`src/rtl/hazard_stall_ctl.sv`:
```
// Pipeline sequencing controller: load-use stalls, branch flushes and memory-wait freezes
// for the IF/ID, ID/EX and EX/MEM latches, with saturating stall/flush counters.
module hazard_stall_ctl #(
  parameter int unsigned MAX_WAIT = 16,
  parameter int unsigned CNT_W    = 16
) (
  input  logic             clk,
  input  logic             rst_n,
  input  logic             id_valid,
  input  logic [4:0]       id_rs,
  input  logic [4:0]       id_rt,
  input  logic             id_uses_rt,
  input  logic             ex_mem_read,
  input  logic [4:0]       ex_rt,
  input  logic             mem_branch_taken,
  input  logic             mem_busy,
  output logic             pc_write,
  output logic             pc_redirect,
  output logic             ifid_write,
  output logic             ifid_flush,
  output logic             idex_write,
  output logic             idex_bubble,
  output logic             exmem_write,
  output logic             exmem_bubble,
  output logic             mem_timeout,
  output logic [1:0]       state,
  output logic [CNT_W-1:0] stall_cnt,
  output logic [CNT_W-1:0] flush_cnt
);

  typedef enum logic [1:0] {
    StRun   = 2'd0,
    StStall = 2'd1,
    StWait  = 2'd2,
    StErr   = 2'd3
  } state_e;

  localparam int unsigned WaitW = (MAX_WAIT > 2) ? $clog2(MAX_WAIT) : 1;

  state_e             state_q, state_d;
  logic [WaitW-1:0]   wait_q, wait_d;
  logic [CNT_W-1:0]   stall_q, stall_d;
  logic [CNT_W-1:0]   flush_q, flush_d;
  logic               timeout_q, timeout_d;
  logic               hazard;

  assign hazard = id_valid & ex_mem_read & (ex_rt != 5'd0) &
                  ((ex_rt == id_rs) | (id_uses_rt & (ex_rt == id_rt)));

  always_comb begin
    state_d      = state_q;
    wait_d       = wait_q;
    stall_d      = stall_q;
    flush_d      = flush_q;
    timeout_d    = timeout_q;
    pc_write     = 1'b0;
    pc_redirect  = 1'b0;
    ifid_write   = 1'b0;
    ifid_flush   = 1'b0;
    idex_write   = 1'b0;
    idex_bubble  = 1'b0;
    exmem_write  = 1'b0;
    exmem_bubble = 1'b0;

    // Controls stay deasserted while reset is held; registers are cleared by the async reset.
    if (!rst_n || state_q == StErr) begin
      timeout_d = 1'b1;
    end else if (mem_busy) begin
      if (wait_q == WaitW'(MAX_WAIT - 1)) begin
        state_d   = StErr;
        timeout_d = 1'b1;
      end else begin
        state_d = StWait;
        wait_d  = wait_q + WaitW'(1);
      end
    end else begin
      wait_d = '0;
      if (mem_branch_taken) begin
        pc_write     = 1'b1;
        pc_redirect  = 1'b1;
        ifid_write   = 1'b1;
        ifid_flush   = 1'b1;
        idex_write   = 1'b1;
        idex_bubble  = 1'b1;
        exmem_write  = 1'b1;
        exmem_bubble = 1'b1;
        state_d      = StRun;
        if (flush_q != '1) flush_d = flush_q + CNT_W'(1);
      end else if (hazard) begin
        idex_write  = 1'b1;
        idex_bubble = 1'b1;
        exmem_write = 1'b1;
        state_d     = StStall;
        if (stall_q != '1) stall_d = stall_q + CNT_W'(1);
      end else begin
        pc_write    = 1'b1;
        ifid_write  = 1'b1;
        idex_write  = 1'b1;
        exmem_write = 1'b1;
        state_d     = StRun;
      end
    end
  end

  always_ff @(posedge clk or negedge rst_n) begin
    if (!rst_n) begin
      state_q   <= StRun;
      wait_q    <= '0;
      stall_q   <= '0;
      flush_q   <= '0;
      timeout_q <= 1'b0;
    end else begin
      state_q   <= state_d;
      wait_q    <= wait_d;
      stall_q   <= stall_d;
      flush_q   <= flush_d;
      timeout_q <= timeout_d;
    end
  end

  assign state       = state_q;
  assign stall_cnt   = stall_q;
  assign flush_cnt   = flush_q;
  assign mem_timeout = timeout_q;

endmodule
```
`config.mk`:
```
export PLATFORM = sky130hd
export DESIGN_NAME = hazard_stall_ctl
export DESIGN_NICKNAME = d
export VERILOG_FILES = /design/src/rtl/hazard_stall_ctl.sv
export SDC_FILE = /design/constraint.sdc
export NUM_CORES = 1
export LEC_CHECK = 0
export ABC_AREA = 1
export CORE_ASPECT_RATIO = 0.5
export CORE_MARGIN = 2
export CORE_UTILIZATION = 39
export DETAILED_ROUTE_END_ITERATION = 10
export HOLD_SLACK_MARGIN = 0.06
export PLACE_DENSITY = 0.62
export SLEW_MARGIN = 15
export SYNTH_ARGS = -nofsm -noshare
export SYNTH_HDL_FRONTEND = slang
export SYNTH_SLANG_ARGS = --single-unit
```
`constraint.sdc`:
```
create_clock -name clk -period 4 [get_ports clk]
set_input_delay 1.2 -clock clk [delete_from_list [all_inputs] [get_ports clk]]
set_output_delay 1.2 -clock clk [all_outputs]
set_load 0.01 [all_outputs]
```
# Yosys cells after proc, flatten, opt, wreduce, memory -nomap -nowiden
# Index checks and enable logic that the tools add are counted.
word_totals:
  reg_bits: 39
  input_bits: 22
  output_inout_bits: 43
  elab_cells: 54
classes:
  n_addsub: 3
  eq_ne: 7
  mux: 22
  bitwise_logic: 8
  reduce_logical: 9
op_table:
  columns: ["cell", "count"]
  rows:
  - ["$add 16x1->16 const B", 2]
  - ["$ne 16x16->1 const B", 2]
  - ["$mux 1", 19]
  - ["$eq 5x5->1", 2]
  - ["$mux 4", 2]
  - ["$reduce_and 5->1", 1]
  - ["$reduce_bool 5->1", 1]
  - ["$add 4x1->4 const B", 1]
  - ["$and 1x1->1", 4]
  - ["$eq 4x4->1 const B", 1]
  - ["$reduce_and 2->1", 2]
  - ["$reduce_and 4->1", 1]
  - ["$reduce_bool 2->1", 2]
  - ["$not 1->1", 3]
  - ["$eq 2x2->1 const B", 1]
  - ["$mux 2", 1]
  - ["$ne 2x2->1 const B", 1]
  - ["$logic_not 1->1", 1]
  - ["$logic_or 1x1->1", 1]
  - ["$or 1x1->1", 1]

# Logic depth before layout (Yosys ltp)
logic_depth:
  ltp_word: 8
  mapped_depth: 11
  ltp_nobuf: 10

# Worst setup path before layout
# Ideal clock, no wire load.
synth_path:
  path_type: "input to output"
  start: "in ex_rt[4]"
  end: "out pc_write"
  t_arrival_ps: 1951
  slack_ps: 849
  stages: 10
  n_path_buf: 1
  cell_sequence: "inv_1 nand2_1 nand2_1 nor2_1 nand3_1 nand2_2 nand3_2 nand2_1 inv_1 buf_4"
synth_between:
  elab_chain_len: 8
  elab_cells_between_ends: 11
  classes_between: "eq/ne: 2; mux: 4; bitwise: 4; reduce/logical: 1"
synth_rtl:
  columns: ["element", "line_no", "text"]
  rows:
  - ["start, declared", "14", "input logic [4:0] ex_rt,"]
  - ["$eq 5x5->1", "48", "((ex_rt == id_rs) | (id_uses_rt & (ex_rt == id_rt)));"]
  - ["$and 1x1->1", "48", null]
  - ["$or 1x1->1", "48", null]
  - ["$and 1x1->1 (*)", "47", "assign hazard = id_valid & ex_mem_read & (ex_rt != 5'd0) &"]
  - ["$mux 1 (*) (4 in series)", null, null]
  - ["end, declared", "17", "output logic pc_write,"]
# Mark *: on every way between the ends. The rest lies on a longest branch, timed or not.

# Worst setup path in the final report
layout_path:
  start: "in ex_rt[2]"
  end: "out pc_write"
layout_between:
  elab_chain_len: 8
  elab_cells_between_ends: 11
  classes_between: "eq/ne: 2; mux: 4; bitwise: 4; reduce/logical: 1"
layout_rtl:
  columns: ["element", "line_no", "text"]
  rows:
  - ["$eq 5x5->1", "48", null]
  - ["$and 1x1->1", "48", null]
  - ["$or 1x1->1", "48", null]
  - ["$and 1x1->1 (*)", "47", null]
  - ["$mux 1 (*)", "89", "end else if (hazard) begin"]
  - ["$mux 1 (*)", "78", "if (mem_branch_taken) begin"]
  - ["$mux 1 (*)", "68", "end else if (mem_busy) begin"]
  - ["$mux 1 (*)", "66", "if (!rst_n || state_q == StErr) begin"]
# Marked as above.

==> results.json <==
{
  "status": "completed",
  "drc": 0,
  "use_met2_pct": 28.40,
  "crit_top_cell": "nand2_1",
  "grt_use_met3_pct": 2.914,
  "dpl_worst_slack_ps": -137.2,
  "yosysMostFrequentCell": "nand2_1",
  "cts_tree": "yes",
  "core-area_um2": 6131,
  "antenna-diode-count": 0,
  "cp.required_ps": 2800,
  "max_stage_delay_ps": 520,
  "synthArstFlopShare_pct": 100.0,
  "grt_max_degree": 42,
  "io_buffers": 64,
  "period_needed_ps": 3821,
  "holdCritPathClass": "flop to flop",
  "synth_top_area_share_pct": 38.90,
  "synth_seq_cells": 39,
  "syn_area_um2": 2509,
  "slew_headroom_pct": 58.00,
  "cts_hold_buf": 0,
  "holdPathStages": 1,
  "yosysSeqAreaShare_pct": 38.90,
  "cts-root-buf": "clkbuf_16",
  "synth.distinct_cells": 28,
  "cts.clk_slew.worst_paths_ps": 50,
  "tns_ps": 0,
  "dp_cells": 485,
  "worstMarginPinSlew_ps": 630.1,
  "wire_per_inst_um": 11.19,
  "yosys_warnings": 0,
  "r2r_start": "flush_cnt[0]",
  "numClockSinks": 39,
  "slew_viol_final": 0,
  "die_w_um": 117.4,
  "finalHoldViolations": 0,
  "vias": 2285,
  "first_global_vias": 2105,
  "cp.arrival_ps": 2620,
  "crit_start": "ex_rt[2]",
  "track_usage_pct": 16.17,
  "cp_max_fo": 3,
  "die_h_um": 60.71,
  "cts_inserted_buffers": 5,
  "rsz0062_at_grt": "no",
  "hold_slack_ps": 460.9,
  "synth.largest_area_cell": "dfrtp_1",
  "clk_path_buf_depth": 2,
  "cp_top_family": "buffers and inverters",
  "post_cts_buffers": 0,
  "htreeDepth": 2,
  "cp.buffers_inverters": 4,
  "avgSynthCellArea_um2": 7.422,
  "rrSetupSlack_ps": 1940,
  "setup_slack_ps": 178.9,
  "busiest_layer": "met2",
  "netlist_instances": 338,
  "fmax_mhz": 261.7,
  "period_share_pct": 95.53,
  "insertion_delay_ps": 280,
  "path_cells": "clkdlybuf4s50_1 > inv_1 > nand2_1 > nand2_1 > nor2_2 > nand3_1 > nand2_2 > nand3_2 > nand2_1 > inv_1 > dlygate4sd2_1",
  "hold_path_end": "wait_q[3]",
  "ff2ff_path_depth": 8,
  "synth_area_leaders": "dfrtp_1 (39%), nand2_1 (13%), inv_1 (9.4%)",
  "ios": 65,
  "place.gp.congestion": 0.8442,
  "start_util_pct": 40.92,
  "synth_edf_count": 0,
  "instances_no_fill": 493,
  "p_per_area_nw_per_um2": 386.4,
  "via_per_inst": 4.635,
  "gr-usage-met1_pct": 21.23,
  "synthFlopType": "dfrtp_1",
  "drt_iter0_drc": 119,
  "grt_pass1_wl_um": 9356,
  "regToRegEndpoint": "flush_cnt[12]",
  "holdCritStartpoint": "wait_q[3]",
  "fillers": 595,
  "dp_hpwl_um": 4174,
  "area_delta_synth_final_pct": 33.02,
  "overflow": 0,
  "leakage_nw": 1.730,
  "drv_cap": 0,
  "layout-drive-gt1-share_pct": 6.667,
  "die_area_um2": 7129,
  "synthTopCellsByCount": "nand2_1 (84), inv_1 (63), dfrtp_1 (39)",
  "drtPass1Iterations": 4,
  "peakVddDrop_v": 0.0001920,
  "drtAntennaViolNets": 0,
  "cp-end-kind": "output pin",
  "setup_viol": 0,
  "slowest_stage": "clkdlybuf4s50_1",
  "routed_wl_um": 5517,
  "synth_nets": 363,
  "final_util_pct": 54.43,
  "nets": 429,
  "antenna_found_initial": 0,
  "skew_ps": 5.561,
  "crit_path_start_kind": "input pin",
  "crit_type": "input pin to output pin",
  "std_cell_rows": 20
}
==> worst max-delay path by stage <==
stage	slack, ps	cells past startpoint	to
after floorplan	850	10	pc_write
after global placement	-100	10	idex_bubble
after detailed placement	-140	10	idex_bubble
after CTS	140	11	pc_write
after global routing	30	11	pc_write
final	180	11	pc_write
==> cells by family after synthesis <==
logic type               after synthesis  share of synthesized area (%)
flip-flops                            39                          38.90
buffers and inverters                 74                          13.07
AO/OA/AOI/OAI                         31                          8.229
XOR/XNOR                              18                          6.284
adder cells (fa/ha/maj)                3                          1.496
AND/OR/NAND/NOR                      173                          32.02
==> report_power, final <==
| group | switching, mW | internal [mW] | total (mW) |
|---|---|---|---|
| sequential | 0.0692 | 0.454 | 0.523 |
| combinational | 0.203 | 0.181 | 0.383 |
| clock | 0.153 | 0.230 | 0.383 |
| total | 0.425 | 0.865 | 1.29 |
==> flip-flops by register name (all words and copies together) (netlist names) <==
name and flops:
wait_q 4, stall_cnt 16, mem_timeout 1, flush_cnt 16
state 2
==> per-stage QoR <==
stage	area (um^2)	power, mW
after floorplan	2509	0.7391
after global placement	3201	0.9077
after detailed placement	3201	0.9158
after CTS	3332	1.303
after global routing	3337	1.369
final	3337	1.289
==> layout make-up <==
| type | count | area (um^2) | share of cell area (%) |
|---|---|---|---|
| Timing Repair Buffer | 68 | 661.9 | 19.84 |
| Tap cell | 88 | 110.1 | 3.300 |
| Clock inverter | 1 | 5.005 | 0.1500 |
| Multi-Input combinational cell | 225 | 1207 | 36.18 |
| Inverter | 65 | 244.0 | 7.312 |
| Clock buffer | 7 | 132.6 | 3.974 |
| Sequential cell | 39 | 975.9 | 29.25 |
==> layer usage <==
layer  routed length [um]  part of all wire, %  vias up
met1                 2779                   50     1052
met4                   56                  1.0        0
met2                 2502                   45       45
met3                  179                  3.2        7
met5                    0                    0        -
li1                     -                    -     1181
==> cell usage in the layout, fill, tap and decap left out <==
master and n:
nor3_2 1, buf_2 1, nand3_2 2, clkinv_2 1
o21bai_1 16, nor3_1 9, nand4_2 2, buf_4 4
inv_1 63, o21ai_0 9, or2_2 1, nor4_4 1
nor2_2 1, clkbuf_16 5, nand2_1 84, dlygate4sd2_1 5
nand3b_1 1, inv_2 2, dlymetal6s2s_1 1, ha_1 3
nand4_1 6, xnor2_1 6, a21oi_1 3, dfrtp_1 39
xor2_1 12, clkbuf_1 2, nand3_1 36, nor2_4 2
a21boi_2 1, nand2_2 3, clkdlybuf4s50_1 57, nor2_1 24
o21a_1 2
==> timing repair <==
action | in CTS | in global routing
pin swaps | 0 | 0
gates resized for setup | 5 | 2
endpoints found under the setup margin | 3 | 3
Power figures use the tool's default switching activity.
